File: config.mk
export PLATFORM = sky130hd
export DESIGN_NAME = regfile_wb_arbiter_flat
export DESIGN_NICKNAME = d
export VERILOG_FILES = /design/src/rtl/regfile_wb_arbiter_if.sv /design/src/rtl/regfile_wb_arbiter.sv /design/src/flat_wrapper.sv
export SDC_FILE = /design/constraint.sdc
export NUM_CORES = 1
export LEC_CHECK = 0
export CELL_PAD_IN_SITES_DETAIL_PLACEMENT = 0
export CELL_PAD_IN_SITES_GLOBAL_PLACEMENT = 2
export CORE_UTILIZATION = 28
export CTS_BUF_LIST = sky130_fd_sc_hd__clkbuf_8
export CTS_CLUSTER_SIZE = 14
export DETAILED_ROUTE_END_ITERATION = 10
export PLACE_DENSITY_LB_ADDON = 0.12
export SYNTH_ARGS = -nofsm -noshare
export SYNTH_HDL_FRONTEND = slang
export SYNTH_SLANG_ARGS = --single-unit
File: constraint.sdc
create_clock -name Clk -period 1.6 [get_ports Clk]
set_clock_uncertainty 0.15 [all_clocks]
set_input_delay 0.32 -clock Clk [delete_from_list [all_inputs] [get_ports Clk]]
set_output_delay 0.32 -clock Clk [all_outputs]
set_load 0.005 [all_outputs]
File: src/rtl/regfile_wb_arbiter_if.sv
// Bus bundle between the write-back arbiter and its ALU, load-return, issue and register-file neighbours.
// REGWB_STALL_CNT_EN adds the StallCount observation output.
interface regfile_wb_arbiter_if #(
    parameter int W = 8,
    parameter int D = 4
);
    logic              AluValid;
    logic [D-1:0]      AluAddr;
    logic [W-1:0]      AluData;
    logic              AluReady;
    logic              MemValid;
    logic [D-1:0]      MemAddr;
    logic [W-1:0]      MemData;
    logic              MemReady;
    logic              ClaimValid;
    logic [D-1:0]      ClaimAddr;
    logic              WriteEn;
    logic [D-1:0]      WriteAddr;
    logic [W-1:0]      WriteData;
    logic [(1<<D)-1:0] BusyVec;
`ifdef REGWB_STALL_CNT_EN
    logic [15:0]       StallCount;

    modport master (
        output AluValid, AluAddr, AluData, MemValid, MemAddr, MemData, ClaimValid, ClaimAddr,
        input  AluReady, MemReady, WriteEn, WriteAddr, WriteData, BusyVec, StallCount
    );
    modport slave (
        input  AluValid, AluAddr, AluData, MemValid, MemAddr, MemData, ClaimValid, ClaimAddr,
        output AluReady, MemReady, WriteEn, WriteAddr, WriteData, BusyVec, StallCount
    );
`else
    modport master (
        output AluValid, AluAddr, AluData, MemValid, MemAddr, MemData, ClaimValid, ClaimAddr,
        input  AluReady, MemReady, WriteEn, WriteAddr, WriteData, BusyVec
    );
    modport slave (
        input  AluValid, AluAddr, AluData, MemValid, MemAddr, MemData, ClaimValid, ClaimAddr,
        output AluReady, MemReady, WriteEn, WriteAddr, WriteData, BusyVec
    );
`endif
endinterface

File: src/rtl/regfile_wb_arbiter.sv
// Register-file write-back scheduler: ALU vs buffered load-return arbitration, one registered write
// per cycle, plus a pending-write scoreboard. REGWB_STALL_CNT_EN enables the ALU stall counter.
module regfile_wb_arbiter #(
    parameter int W          = 8,
    parameter int D          = 4,
    parameter int FIFO_DEPTH = 2
) (
    input  logic                 Clk,
    input  logic                 Reset,
    regfile_wb_arbiter_if.slave  bus
);
    localparam int NREG = 1 << D;
    localparam int PW   = (FIFO_DEPTH > 1) ? $clog2(FIFO_DEPTH) : 1;
    localparam int CW   = $clog2(FIFO_DEPTH + 1);
    localparam logic [PW-1:0] LAST_IDX = PW'(FIFO_DEPTH - 1);
    localparam logic [CW-1:0] FULL_CNT = CW'(FIFO_DEPTH);

    logic [D-1:0]    r_fifo_addr [FIFO_DEPTH];
    logic [W-1:0]    r_fifo_data [FIFO_DEPTH];
    logic [PW-1:0]   r_head;
    logic [PW-1:0]   r_tail;
    logic [CW-1:0]   r_count;
    logic            r_last_mem;
    logic            r_we_p1;
    logic [D-1:0]    r_waddr_p1;
    logic [W-1:0]    r_wdata_p1;
    logic [NREG-1:0] r_busy;

    logic            w_mem_ready;
    logic            w_push;
    logic            w_fifo_ne;
    logic            w_fifo_full;
    logic            w_gnt_alu;
    logic            w_gnt_mem;
    logic [NREG-1:0] w_set;
    logic [NREG-1:0] w_clr;

    function automatic logic [PW-1:0] ptr_inc(input logic [PW-1:0] p);
        return (p == LAST_IDX) ? '0 : p + 1'b1;
    endfunction

    // Ready comes from the registered count only, so a same-cycle pop never frees a slot.
    assign w_mem_ready = (r_count < FULL_CNT);
    assign w_push      = bus.MemValid & w_mem_ready;
    assign w_fifo_ne   = (r_count != '0);
    assign w_fifo_full = (r_count == FULL_CNT);

    always_comb begin
        w_gnt_alu = 1'b0;
        w_gnt_mem = 1'b0;
        if (bus.AluValid && w_fifo_ne) begin
            if (w_fifo_full || !r_last_mem) w_gnt_mem = 1'b1;
            else                            w_gnt_alu = 1'b1;
        end else begin
            w_gnt_alu = bus.AluValid;
            w_gnt_mem = w_fifo_ne;
        end
    end

    assign w_set = bus.ClaimValid ? (NREG'(1) << bus.ClaimAddr) : '0;
    assign w_clr = r_we_p1 ? (NREG'(1) << r_waddr_p1) : '0;

    always_ff @(posedge Clk) begin
        if (w_push) begin
            r_fifo_addr[r_tail] <= bus.MemAddr;
            r_fifo_data[r_tail] <= bus.MemData;
        end
    end

    always_ff @(posedge Clk) begin
        if (Reset) begin
            r_head     <= '0;
            r_tail     <= '0;
            r_count    <= '0;
            r_last_mem <= 1'b1;
            r_we_p1    <= 1'b0;
            r_waddr_p1 <= '0;
            r_wdata_p1 <= '0;
            r_busy     <= '0;
        end else begin
            if (w_push)    r_tail <= ptr_inc(r_tail);
            if (w_gnt_mem) r_head <= ptr_inc(r_head);
            r_count <= r_count + CW'(w_push) - CW'(w_gnt_mem);
            if (w_gnt_alu | w_gnt_mem) r_last_mem <= w_gnt_mem;
            // Write stage: address/data hold when nothing is granted.
            r_we_p1 <= w_gnt_alu | w_gnt_mem;
            if (w_gnt_alu) begin
                r_waddr_p1 <= bus.AluAddr;
                r_wdata_p1 <= bus.AluData;
            end else if (w_gnt_mem) begin
                r_waddr_p1 <= r_fifo_addr[r_head];
                r_wdata_p1 <= r_fifo_data[r_head];
            end
            // A claim landing on the register being retired must stay pending.
            r_busy <= (r_busy & ~w_clr) | w_set;
        end
    end

`ifdef REGWB_STALL_CNT_EN
    logic [15:0] r_stall_cnt;

    always_ff @(posedge Clk) begin
        if (Reset)
            r_stall_cnt <= '0;
        else if (bus.AluValid && !w_gnt_alu && (r_stall_cnt != 16'hFFFF))
            r_stall_cnt <= r_stall_cnt + 16'd1;
    end

    assign bus.StallCount = r_stall_cnt;
`endif

    assign bus.AluReady  = w_gnt_alu;
    assign bus.MemReady  = w_mem_ready;
    assign bus.WriteEn   = r_we_p1;
    assign bus.WriteAddr = r_waddr_p1;
    assign bus.WriteData = r_wdata_p1;
    assign bus.BusyVec   = r_busy;
endmodule

File: src/flat_wrapper.sv
// flat-port wrapper written by rule: the top's interface ports become plain ports
module regfile_wb_arbiter_flat 
#(
    parameter int W          = 8,
    parameter int D          = 4,
    parameter int FIFO_DEPTH = 2
)
  (Clk, Reset, bus_AluValid, bus_AluAddr, bus_AluData, bus_MemValid, bus_MemAddr, bus_MemData, bus_ClaimValid, bus_ClaimAddr, bus_AluReady, bus_MemReady, bus_WriteEn, bus_WriteAddr, bus_WriteData, bus_BusyVec);
  regfile_wb_arbiter_if #(.W(W), .D(D)) bus_i ();
  input  logic Clk;
  input  logic Reset;
  input wire logic [$bits(bus_i.AluValid)-1:0] bus_AluValid;
  input wire logic [$bits(bus_i.AluAddr)-1:0] bus_AluAddr;
  input wire logic [$bits(bus_i.AluData)-1:0] bus_AluData;
  input wire logic [$bits(bus_i.MemValid)-1:0] bus_MemValid;
  input wire logic [$bits(bus_i.MemAddr)-1:0] bus_MemAddr;
  input wire logic [$bits(bus_i.MemData)-1:0] bus_MemData;
  input wire logic [$bits(bus_i.ClaimValid)-1:0] bus_ClaimValid;
  input wire logic [$bits(bus_i.ClaimAddr)-1:0] bus_ClaimAddr;
  output wire logic [$bits(bus_i.AluReady)-1:0] bus_AluReady;
  output wire logic [$bits(bus_i.MemReady)-1:0] bus_MemReady;
  output wire logic [$bits(bus_i.WriteEn)-1:0] bus_WriteEn;
  output wire logic [$bits(bus_i.WriteAddr)-1:0] bus_WriteAddr;
  output wire logic [$bits(bus_i.WriteData)-1:0] bus_WriteData;
  output wire logic [$bits(bus_i.BusyVec)-1:0] bus_BusyVec;
  assign bus_i.AluValid = bus_AluValid;
  assign bus_i.AluAddr = bus_AluAddr;
  assign bus_i.AluData = bus_AluData;
  assign bus_i.MemValid = bus_MemValid;
  assign bus_i.MemAddr = bus_MemAddr;
  assign bus_i.MemData = bus_MemData;
  assign bus_i.ClaimValid = bus_ClaimValid;
  assign bus_i.ClaimAddr = bus_ClaimAddr;
  assign bus_AluReady = bus_i.AluReady;
  assign bus_MemReady = bus_i.MemReady;
  assign bus_WriteEn = bus_i.WriteEn;
  assign bus_WriteAddr = bus_i.WriteAddr;
  assign bus_WriteData = bus_i.WriteData;
  assign bus_BusyVec = bus_i.BusyVec;
  regfile_wb_arbiter #(.W(W), .D(D), .FIFO_DEPTH(FIFO_DEPTH)) u_core (.Clk(Clk), .Reset(Reset), .bus(bus_i));
endmodule
== Yosys cells after proc, flatten, opt, wreduce, memory -nomap -nowiden ==
Memories as Yosys holds them, arrays and structs flattened. A register that Yosys moved wholly into a read port is not among the register bits.
Index checks and enable logic that the tools add are counted.
W data, S select, Z words.

* Input port bits: 33
* Logic and storage cells: 46
* Bits in registers: 34
* RAM bits: 24
* Output and inout bits: 31
* Memories: 2

* Multiplexer cells: 18
* $add $sub $neg: 4
* Bitwise operators: 5
* Magnitude comparators: 1
* Shifts and indexed selects: 2
* Reduce and logical (&&, ||, !) cells: 5
* Eq/ne operators: 1

{| class="wikitable"
|+ Memories
! memory !! words !! width !! rd ports !! clocked after memory_dff !! write ports !! line !! source
|-
| u_core.r_fifo_data || 2 || 8 || 1 || 1 || 1 || regfile_wb_arbiter.sv:19 || <nowiki>logic [W-1:0] r_fifo_data [FIFO_DEPTH];</nowiki>
|-
| u_core.r_fifo_addr || 2 || 4 || 1 || 1 || 1 || regfile_wb_arbiter.sv:18 || <nowiki>logic [D-1:0] r_fifo_addr [FIFO_DEPTH];</nowiki>
|}

{| class="wikitable"
|+ Operators with widths
! kind !! count
|-
| $mux W16 || 2
|-
| $shl A1 B4 Y16 const A || 2
|-
| $and A16 B16 Y16 || 1
|-
| $mux W8 || 2
|-
| $not A16 Y16 || 1
|-
| $or A16 B16 Y16 || 1
|-
| $mux W1 || 12
|-
| $mux W4 || 2
|-
| $reduce_bool A2 Y1 || 2
|-
| $add A1 B1 Y1 const B || 2
|-
| $add A2 B1 Y2 || 1
|-
| $eq A2 B2 Y1 const B || 1
|-
| $lt A2 B2 Y1 const B || 1
|-
| $sub A2 B1 Y2 || 1
|-
| $and A1 B1 Y1 || 1
|-
| $logic_and A1 B1 Y1 || 1
|-
| $logic_not A1 Y1 || 1
|-
| $logic_or A1 B1 Y1 || 1
|-
| $or A1 B1 Y1 || 1
|}

== Logic depth before layout (Yosys ltp) ==
Gate-level depths: netlist (run 1).

* Depth after elaboration: 6
* Mapped depth: 6
* Depth with buffers taken out: 5

== Worst setup path after synthesis (run 1) ==
Ideal clock, no wire load.

* Path type: flip-flop to flip-flop
* Start point: reg u_core.r_count[1]
* End point: mem u_core.r_fifo_addr[0][0] (enable)
* Stages on the path, launching flop included: 3
* Arrival time: 1.200 ns
* Period minus slack after synthesis: 1.732 ns
* Library setup time: 0.382 ns
* Slack: -0.132 ns
* Path buffers: 0
* Data required time: 1.068 ns
* Path through: dfxtp_1 -> nor2b_1 -> nor2b_1

* Word-level cells in the longest chain between the ends: 4

{| class="wikitable"
|+ Ends and longest elaborated chain
! what !! line !! source
|-
| start, declared || regfile_wb_arbiter.sv:22 || <nowiki>logic [CW-1:0] r_count;</nowiki>
|-
| start signal, assigned || regfile_wb_arbiter.sv:83 || <nowiki>r_count <= r_count + CW'(w_push) - CW'(w_gnt_mem);</nowiki>
|-
| $lt A2 B2 Y1 || regfile_wb_arbiter.sv:43 || <nowiki>assign w_mem_ready = (r_count < FULL_CNT);</nowiki>
|-
| $and A1 B1 Y1 || regfile_wb_arbiter.sv:44 || <nowiki>assign w_push = bus.MemValid & w_mem_ready;</nowiki>
|-
| named net u_core.w_push || regfile_wb_arbiter.sv:30 || <nowiki>logic w_push;</nowiki>
|-
| $mux W1 || regfile_wb_arbiter.sv:64 || <nowiki>if (w_push) begin</nowiki>
|-
| $mux W1 (implied by the code) || regfile_wb_arbiter.sv:65 || <nowiki>r_fifo_addr[r_tail] <= bus.MemAddr;</nowiki>
|-
| end, declared || regfile_wb_arbiter.sv:18 ||
|}

The timed path passes the listed nets, and every way through them passes these cells.

== Final worst setup path (run 1) ==
* Start point: reg u_core.r_count[1]
* End point: out bus_AluReady

* Word-level cells in the longest chain between the ends: 4
* Elaborated cells between the ends (all ways): 6
* Those cells by class: eq/ne: 1; mux: 2; reduce/logical: 3

{| class="wikitable"
|+ Ends and longest elaborated chain
! what !! line !! source
|-
| $eq A2 B2 Y1 || regfile_wb_arbiter.sv:46 || <nowiki>assign w_fifo_full = (r_count == FULL_CNT);</nowiki>
|-
| $logic_or A1 B1 Y1 || regfile_wb_arbiter.sv:52 || <nowiki>if (w_fifo_full || !r_last_mem) w_gnt_mem = 1'b1;</nowiki>
|-
| $mux W1 || regfile_wb_arbiter.sv:52 ||
|-
| $mux W1 * || regfile_wb_arbiter.sv:51 || <nowiki>if (bus.AluValid && w_fifo_ne) begin</nowiki>
|-
| end, declared || flat_wrapper.sv:20 || <nowiki>output wire logic [$bits(bus_i.AluReady)-1:0] bus_AluReady;</nowiki>
|}

Mark *: on every way between the ends. The rest lies on a longest branch, timed or not.

==> flow_summary_export.csv, run 1 <==
group,metric,value,unit
setup_path,start_kind,"flip-flop",
synthesis,syn_avg_cell_area,11.0,µm²
timing,timing.final.crit_share,103,%
floorplanning,die_h,95.5,µm
clock_network,cts-buffers-inserted,9,
floorplanning,coreArea,0.00834,mm²
cells_and_area,nets,348,
grt,grt_pass1_wl,9960,µm
timing,final_max_slew_viol_count,0,
grt,track_usage,15.2,%
placed_design,dp.cells,403,
drt,wire_per_inst,14.7,µm
grt,overflow,0,
cells_and_area,stdcell_count,424,
synthesis,post-synth-top-count-cell,"dfxtp_1",
floorplanning,start_util,29.4,%
cells_and_area,layout-drive-gt1-share,30.4,%
drt,vias_per_cell,4.66,
drt,wl_met1,2710,µm
timing,setup_viol,1,
synthesis,synthFlopType,"dfxtp_1",
floorplanning,dieArea,0.00912,mm²
drt,first_iter_violations,62,
drt,drtAntennaViolNets,0,
synthesis,synth_top_area_cell,"edfxtp_1",
synthesis,synth.net_count,256,
timing,rsz0062_at_grt,"true",
drt,wl_met3,348,µm
job,drv_cap,0,
setup_path,path_class,"flip-flop to output pin",
setup_path,crit_path_max_fanout,2,
timing,final_hold_viol_count,0,
floorplanning,rows,33,
clock_network,clock_latency,340,ps
outcome,outcome,"finished with violations",
floorplanning,die_w,95.5,µm
drt,wl_met2,3010,µm
clock_network,clkTransAtPathRegs,70,ps
outcome,violations,"negative setup slack",
pwr,peakVddDrop,0.499,mV
synthesis,netlist_area,0.00245,mm²
setup_path,crit_path_end_kind,"output pin",
placed_design,dpl.hpwl,4620,µm
placed_design,routabilityCongestion,0.775,
grt,grt_max_degree,22,
worst_hold_path,min_path_type,"flip-flop to flip-flop",
synthesis,yosysWarningCount,0,
drt,first_pass_iters,4,
timing,relSlewSlack,75.9,%
clock_network,cts_tree,"built",
timing,tightestPinTransition,358,ps
drt,wl,6220,µm
timing,setup_ws,-54.6,ps
floorplanning,ios,64,
synthesis,synth-edff-count,24,
timing,fmax,604,MHz
drt,top_layer,"met4",
cells_and_area,antenna_cells,0,
grt,grt_pass1_vias,1906,
synthesis,yosys.cell_types.count,39,
clock_network,h-tree-depth,3,
placed_design,pre_cts_ws,-594,ps
synthesis,synth_area_leaders,"edfxtp_1 29%, dfxtp_1 29%, mux2_2 4.6%",
synthesis,synth_cells,222,
cells_and_area,utilization,43.6,%
synthesis,yosysSeqAreaShare,58.0,%
synthesis,synth_seq_cells,59,
drt,vias,1976,
setup_path,required,1130,ps
pwr,p_leak,1.42,nW
synthesis,synth_commonest_cells,"35 x dfxtp_1, 26 x nand2_1, 24 x edfxtp_1",
clock_network,clock-root-buffer,"clkbuf_8",
grt,antenna_found_initial,0,
cells_and_area,syn_to_final_growth,48.6,%
timing,fin_crit,1650,ps
synthesis,yosysTopAreaCellShare,29.4,%
setup_path,crit_arrival,1180,ps
synthesis,async_flop_share,0,%
pwr,pwr_density_cell,1010,mW/mm²
placed_design,io_buffers,63,
cells_and_area,fillerInstances,803,
clock_network,clock-sinks,59,
drt,drc_errors,0,
clock_network,cts_buffer_depth,2,
[logic make-up after synthesis]
logic type	synth area share, %
flip-flops	58.0
AO/OA/AOI/OAI	16.2
XOR/XNOR	0.716
adder cells (fa/ha/maj)	0.511
multiplexers	5.52
AND/OR/NAND/NOR	16.1
buffers and inverters	2.86
[per-layer routing]
layer	GRT usage (%)	up-vias
met5	0	-
met2	24.5	45
met3	5.34	11
met4	7.59	0
met1	17.9	911
li1	-	1009
[power breakdown]
group	leakage [nW]	switching (mW)	internal (mW)	total (mW)
combinational	0.805	0.271	0.332	0.603
clock	0.0998	0.632	0.728	1.36
sequential	0.519	0.0440	1.68	1.73
total	1.42	0.947	2.74	3.69
[stage by stage]
stage,hold WS (ps),TNS [ps],cell area (µm²),total power [mW]
finish,307,-54.6,3640,3.69
CTS,313,-80.2,3610,3.73
floorplan,242,0,2450,2.02
global route,337,-133,3640,3.91
detailed placement,304,-11390,3380,2.37
global placement,298,-10860,3380,2.37
[critical path, cell delays in order, from the launching register on]
cell and delay [ps]:
dfxtp_2 320, nor2b_2 160, nor3_2 150, buf_4 140, buf_6 80
[final cells by class]
type / instances / area (µm²) / area share, %
Clock inverter: 7 / 77.6 / 2.13
Timing Repair Buffer: 92 / 865 / 23.8
Inverter: 3 / 11.3 / 0.309
Clock buffer: 9 / 124 / 3.40
Multi-Input combinational cell: 149 / 981 / 27.0
Sequential cell: 59 / 1450 / 39.8
Tap cell: 105 / 131 / 3.61
[cell usage in the layout (no fill, tap or decap), types with 2 or more instances in the layout]
cell type,netlist,layout
o31ai_1,3,3
a31oi_1,12,12
nor4_1,12,12
o21ai_0,13,13
o31ai_2,9,9
dlygate4sd2_1,0,30
mux2_2,10,10
nand2_1,26,26
nand3b_1,2,2
a21oi_1,19,18
buf_6,1,3
nor2b_1,5,3
nor2_1,4,4
nand2b_1,4,3
dfxtp_2,0,17
clkdlybuf4s50_1,0,31
nand3_1,6,6
inv_2,2,2
edfxtp_1,24,24
clkbuf_8,0,9
clkinv_4,0,3
dfxtp_4,0,2
buf_4,1,23
nor2b_2,1,3
and3_1,2,2
and3b_1,2,2
dfxtp_1,35,16
mux2_1,2,2
buf_12,0,4
o21ai_1,4,4
[worst paths after layout]
check | from | endpoint | slack, ps | cells after the start
setup / recovery | u_core.r_count[1]$_SDFF_PP0_ | bus_AluReady | -50 | 4
hold / removal | u_core.bus.WriteData[1]$_SDFFE_PP0P_ | u_core.bus.WriteData[1]$_SDFFE_PP0P_ | 310 | 2
setup reg to reg | u_core.r_count[0]$_SDFF_PP0_ | flip-flop | 80 | 5
hold reg to reg | u_core.bus.WriteData[1]$_SDFFE_PP0P_ | u_core.bus.WriteData[1]$_SDFFE_PP0P_ | 310 | 2
[sequential cells by signal, summed over array words and instances (netlist names), named ones only]
signal and count:
u_core.bus.WriteAddr 4, u_core.r_fifo_data 16, u_core.bus.BusyVec 16, u_core.r_count 2, u_core.bus.WriteData 8, u_core.r_tail 1, u_core.r_head 1, u_core.r_fifo_addr 8
u_core.r_last_mem 1, u_core.bus.WriteEn 1
[timing repair]
| action | in CTS | in global routing |
|---|---|---|
| setup endpoints to repair | 35 | 12 |
| cloned | 0 | 0 |
| hold buffers | 0 | 0 |
| hold endpoints to repair | 0 | 0 |
| resized for setup | 54 | 11 |
| buffers inserted | 4 | 1 |
No activity file was read; power rests on OpenSTA's default activity.
==> inputs of run 2 (changes only) <==
--- a/config.mk
+++ b/config.mk
@@ -5,13 +5,15 @@
 export SDC_FILE = /design/constraint.sdc
 export NUM_CORES = 1
 export LEC_CHECK = 0
+export ABC_AREA = 1
 export CELL_PAD_IN_SITES_DETAIL_PLACEMENT = 0
 export CELL_PAD_IN_SITES_GLOBAL_PLACEMENT = 2
-export CORE_UTILIZATION = 28
+export CORE_UTILIZATION = 26
 export CTS_BUF_LIST = sky130_fd_sc_hd__clkbuf_8
 export CTS_CLUSTER_SIZE = 14
 export DETAILED_ROUTE_END_ITERATION = 10
 export PLACE_DENSITY_LB_ADDON = 0.12
+export REMOVE_ABC_BUFFERS = 1
 export SYNTH_ARGS = -nofsm -noshare
 export SYNTH_HDL_FRONTEND = slang
 export SYNTH_SLANG_ARGS = --single-unit
==> run 2 against run 1 <==
Net effect: the run now ends clean; sequential cell count unchanged; sequential share of layout area decreased by 0.93 points; synthesized area increased by 6.0%; clock power decreased by 4%; critical path depth decreased by 1; power decreased by 1.1%; critical endpoint is now bus_MemReady; largest cell class unchanged; die area increased by 14%; count of clock-buffer cells in the layout increased by 1.
==> flow_summary_export.csv, run 2 <==
group,metric,value,unit
outcome,outcome,"finished, final reports clean",
setup_path,cp-endpoint,"bus_MemReady",
clock_network,clock-root-buffer,"clkbuf_8",
drt,drc_errors,0,
synthesis,muxShareOfSynthArea,0,%
drt,vias,2203,
floorplanning,start_util,26.7,%
synthesis,synthFlopType,"dfxtp_1",
placed_design,dpl.hpwl,4910,µm
pwr,peakVddDrop,0.441,mV
cells_and_area,antenna_cells,0,
timing,rsz0062_at_grt,"false",
drt,wire_per_inst,11.5,µm
synthesis,synth-edff-count,24,
cells_and_area,syn_to_final_growth,42.6,%
floorplanning,rows,36,
timing,setup_viol,0,
timing,final_max_slew_viol_count,0,
setup_path,critPathLaunch,"u_core.r_count[1]$_SDFF_PP0_",
setup_path,rrSetupSlack,150,ps
clock_network,h-tree-depth,3,
drt,wl,6350,µm
grt,overflow,0,
drt,first_iter_violations,53,
synthesis,synth_top_area_cell,"edfxtp_1",
pwr,pwr_density_cell,986,mW/mm²
clock_network,clock_latency,330,ps
synthesis,async_flop_share,0,%
setup_path,r2r_end,"u_core.r_fifo_data[1][0]$_DFFE_PP_",
synthesis,yosysSeqAreaShare,54.7,%
synthesis,yosysTopAreaCellShare,27.8,%
cells_and_area,multi_input_area,917,µm²
cells_and_area,most-common-layout-cells,"106 x nand2_1, 53 x inv_1, 37 x nand3_1, 31 x clkdlybuf4s50_1, 30 x dlygate4sd2_1",
placed_design,io_buffers,63,
synthesis,synth_commonest_cells,"106 x nand2_1, 53 x inv_1, 37 x nand3_1",
setup_path,crit_path_end_kind,"output pin",
synthesis,yosysWarningCount,0,
drt,vias_per_cell,4.00,
floorplanning,dieArea,0.0104,mm²
synthesis,syn_avg_cell_area,8.04,µm²
timing,timing.final.crit_share,95.2,%
floorplanning,die_h,102,µm
synthesis,synth_top_family_by_area,"simple AND/OR/NAND/NOR gates",
synthesis,post-synth-top-count-cell,"nand2_1",
clock_network,cts-buffers-inserted,9,
grt,track_usage,13.2,%
clock_network,hold_buffers,0,
setup_path,crit_arrival,1050,ps
setup_path,start_kind,"flip-flop",
job,drv_cap,0,
floorplanning,coreArea,0.00973,mm²
timing,final_hold_viol_count,0,
synthesis,synth_cells,323,
cells_and_area,final_common_cell,"nand2_1",
grt,grt_pass1_vias,2091,
clock_network,clock-sinks,59,
placed_design,routabilityCongestion,0.742,
synthesis,netlist_area,0.00260,mm²
cells_and_area,utilization,38.0,%
timing,fin_crit,1520,ps
setup_path,path_class,"flip-flop to output pin",
setup_path,crit_path_max_fanout,4,
worst_hold_path,min_path_type,"flip-flop to flip-flop",
drt,drtAntennaViolNets,0,
synthesis,synth-compound-area-share,5.40,%
synthesis,synth_seq_cells,59,
setup_path,reg2reg_depth,5,
setup_path,reg2reg_from,"u_core.r_count[1]$_SDFF_PP0_",
floorplanning,ios,64,
grt,grt_max_degree,16,
synthesis,synth_area_leaders,"edfxtp_1 28%, dfxtp_1 27%, nand2_1 15%",
grt,antenna_found_initial,0,
clock_network,cts_buffer_depth,2,
clock_network,cts_tree,"built",
synthesis,yosys.cell_types.count,22,
cells_and_area,fillerInstances,1078,
floorplanning,die_w,102,µm
drt,first_pass_iters,4,
timing,relSlewSlack,74.5,%
clock_network,clkTransAtPathRegs,70,ps
cells_and_area,nets,447,
grt,grt_pass1_wl,10100,µm
synthesis,synth_xor_area_share,0,%
synthesis,synth_adder_area_share,0.482,%
timing,tightestPinTransition,382,ps
synthesis,yosys.area_share.simple,29.2,%
cells_and_area,seqCellArea,0.00144,mm²
timing,fmax,657,MHz
cells_and_area,layout-drive-gt1-share,15.1,%
setup_path,required,1130,ps
timing,fin_setup_tns,0,ps
pwr,p_leak,1.76,nW
-- run 2: cell types whose count changed after synthesis, sizes merged, moves of 6 or more --
cell	change
a31oi	-12
inv	+52
mux2	-12
nand2	+83
nand3	+32
nor2	+11
nor2b	-6
nor3	+7
nor4	-13
o21ai	-8
o31ai	-12
-- run 2: worst min path at each step --
| stage | cells past startpoint | start | endpoint |
|---|---|---|---|
| CTS | 2 | u_core.bus.WriteData[0]$_SDFFE_PP0P_ | u_core.bus.WriteData[0]$_SDFFE_PP0P_ |
| floorplan | 1 | Reset | flip-flop |
| detailed placement | 2 | u_core.bus.WriteData[6]$_SDFFE_PP0P_ | u_core.bus.WriteData[6]$_SDFFE_PP0P_ |
| global placement | 2 | u_core.bus.WriteData[6]$_SDFFE_PP0P_ | u_core.bus.WriteData[6]$_SDFFE_PP0P_ |
| global route | 2 | u_core.bus.WriteData[2]$_SDFFE_PP0P_ | u_core.bus.WriteData[2]$_SDFFE_PP0P_ |
| finish | 2 | u_core.bus.WriteData[0]$_SDFFE_PP0P_ | u_core.bus.WriteData[0]$_SDFFE_PP0P_ |
-- run 2: where the power goes --
group	switching (mW)	total [mW]	internal, mW
Sequential	0.0475	1.72	1.68
Combinational	0.333	0.611	0.279
Clock	0.568	1.31	0.745
Total	0.949	3.65	2.70
-- run 2: area by class of cell --
type,count,share of cell area (%)
clock buffers,10,3.72
clock inverters,6,1.49
inverters,55,5.65
multi-input cells,200,24.8
flip-flops and latches,59,38.9
well taps,133,4.50
repair buffers,88,21.0
-- run 2: what timing repair did --
item	4_1_cts	5_1_grt
pin swaps	1	0
buffers inserted	1	0
endpoints found under the setup margin	31	2
resized for setup	48	4
-- run 2: through the flow --
stage / setup WS, ps / std cells / hold WS [ps] / cell area (µm²) / power, mW
finish: 77.3 / 551 / 299 / 3700 / 3.65
floorplan: 0.930 / 314 / 239 / 2540 / 2.03
global route: 13.3 / 551 / 324 / 3700 / 3.86
CTS: -56.1 / 551 / 304 / 3700 / 3.72
detailed placement: -498 / 534 / 297 / 3510 / 2.41
global placement: -497 / 534 / 292 / 3510 / 2.41
-- run 2: critical path, stage by stage (launching register included) --
cell and delay (ps):
dfxtp_2 330, buf_4 140, inv_4 70, clkdlybuf4s15_1 190
-- run 2: cell families after synthesis --
logic type                 Yosys count
DFF                                 59
AOI/OAI and AO/OA                   28
and+or+nand+nor                    171
adders and majority gates            1
buffers and inverters               64
-- run 2: layer usage --
metal	share of wire, %	vias up	wire length, µm	global-route usage (%)
li1	-	1193	-	-
met1	45	952	2850	15.5
met2	49	49	3120	23.1
met3	4.2	9	266	2.87
met4	1.7	0	108	6.04
met5	0	-	0	0
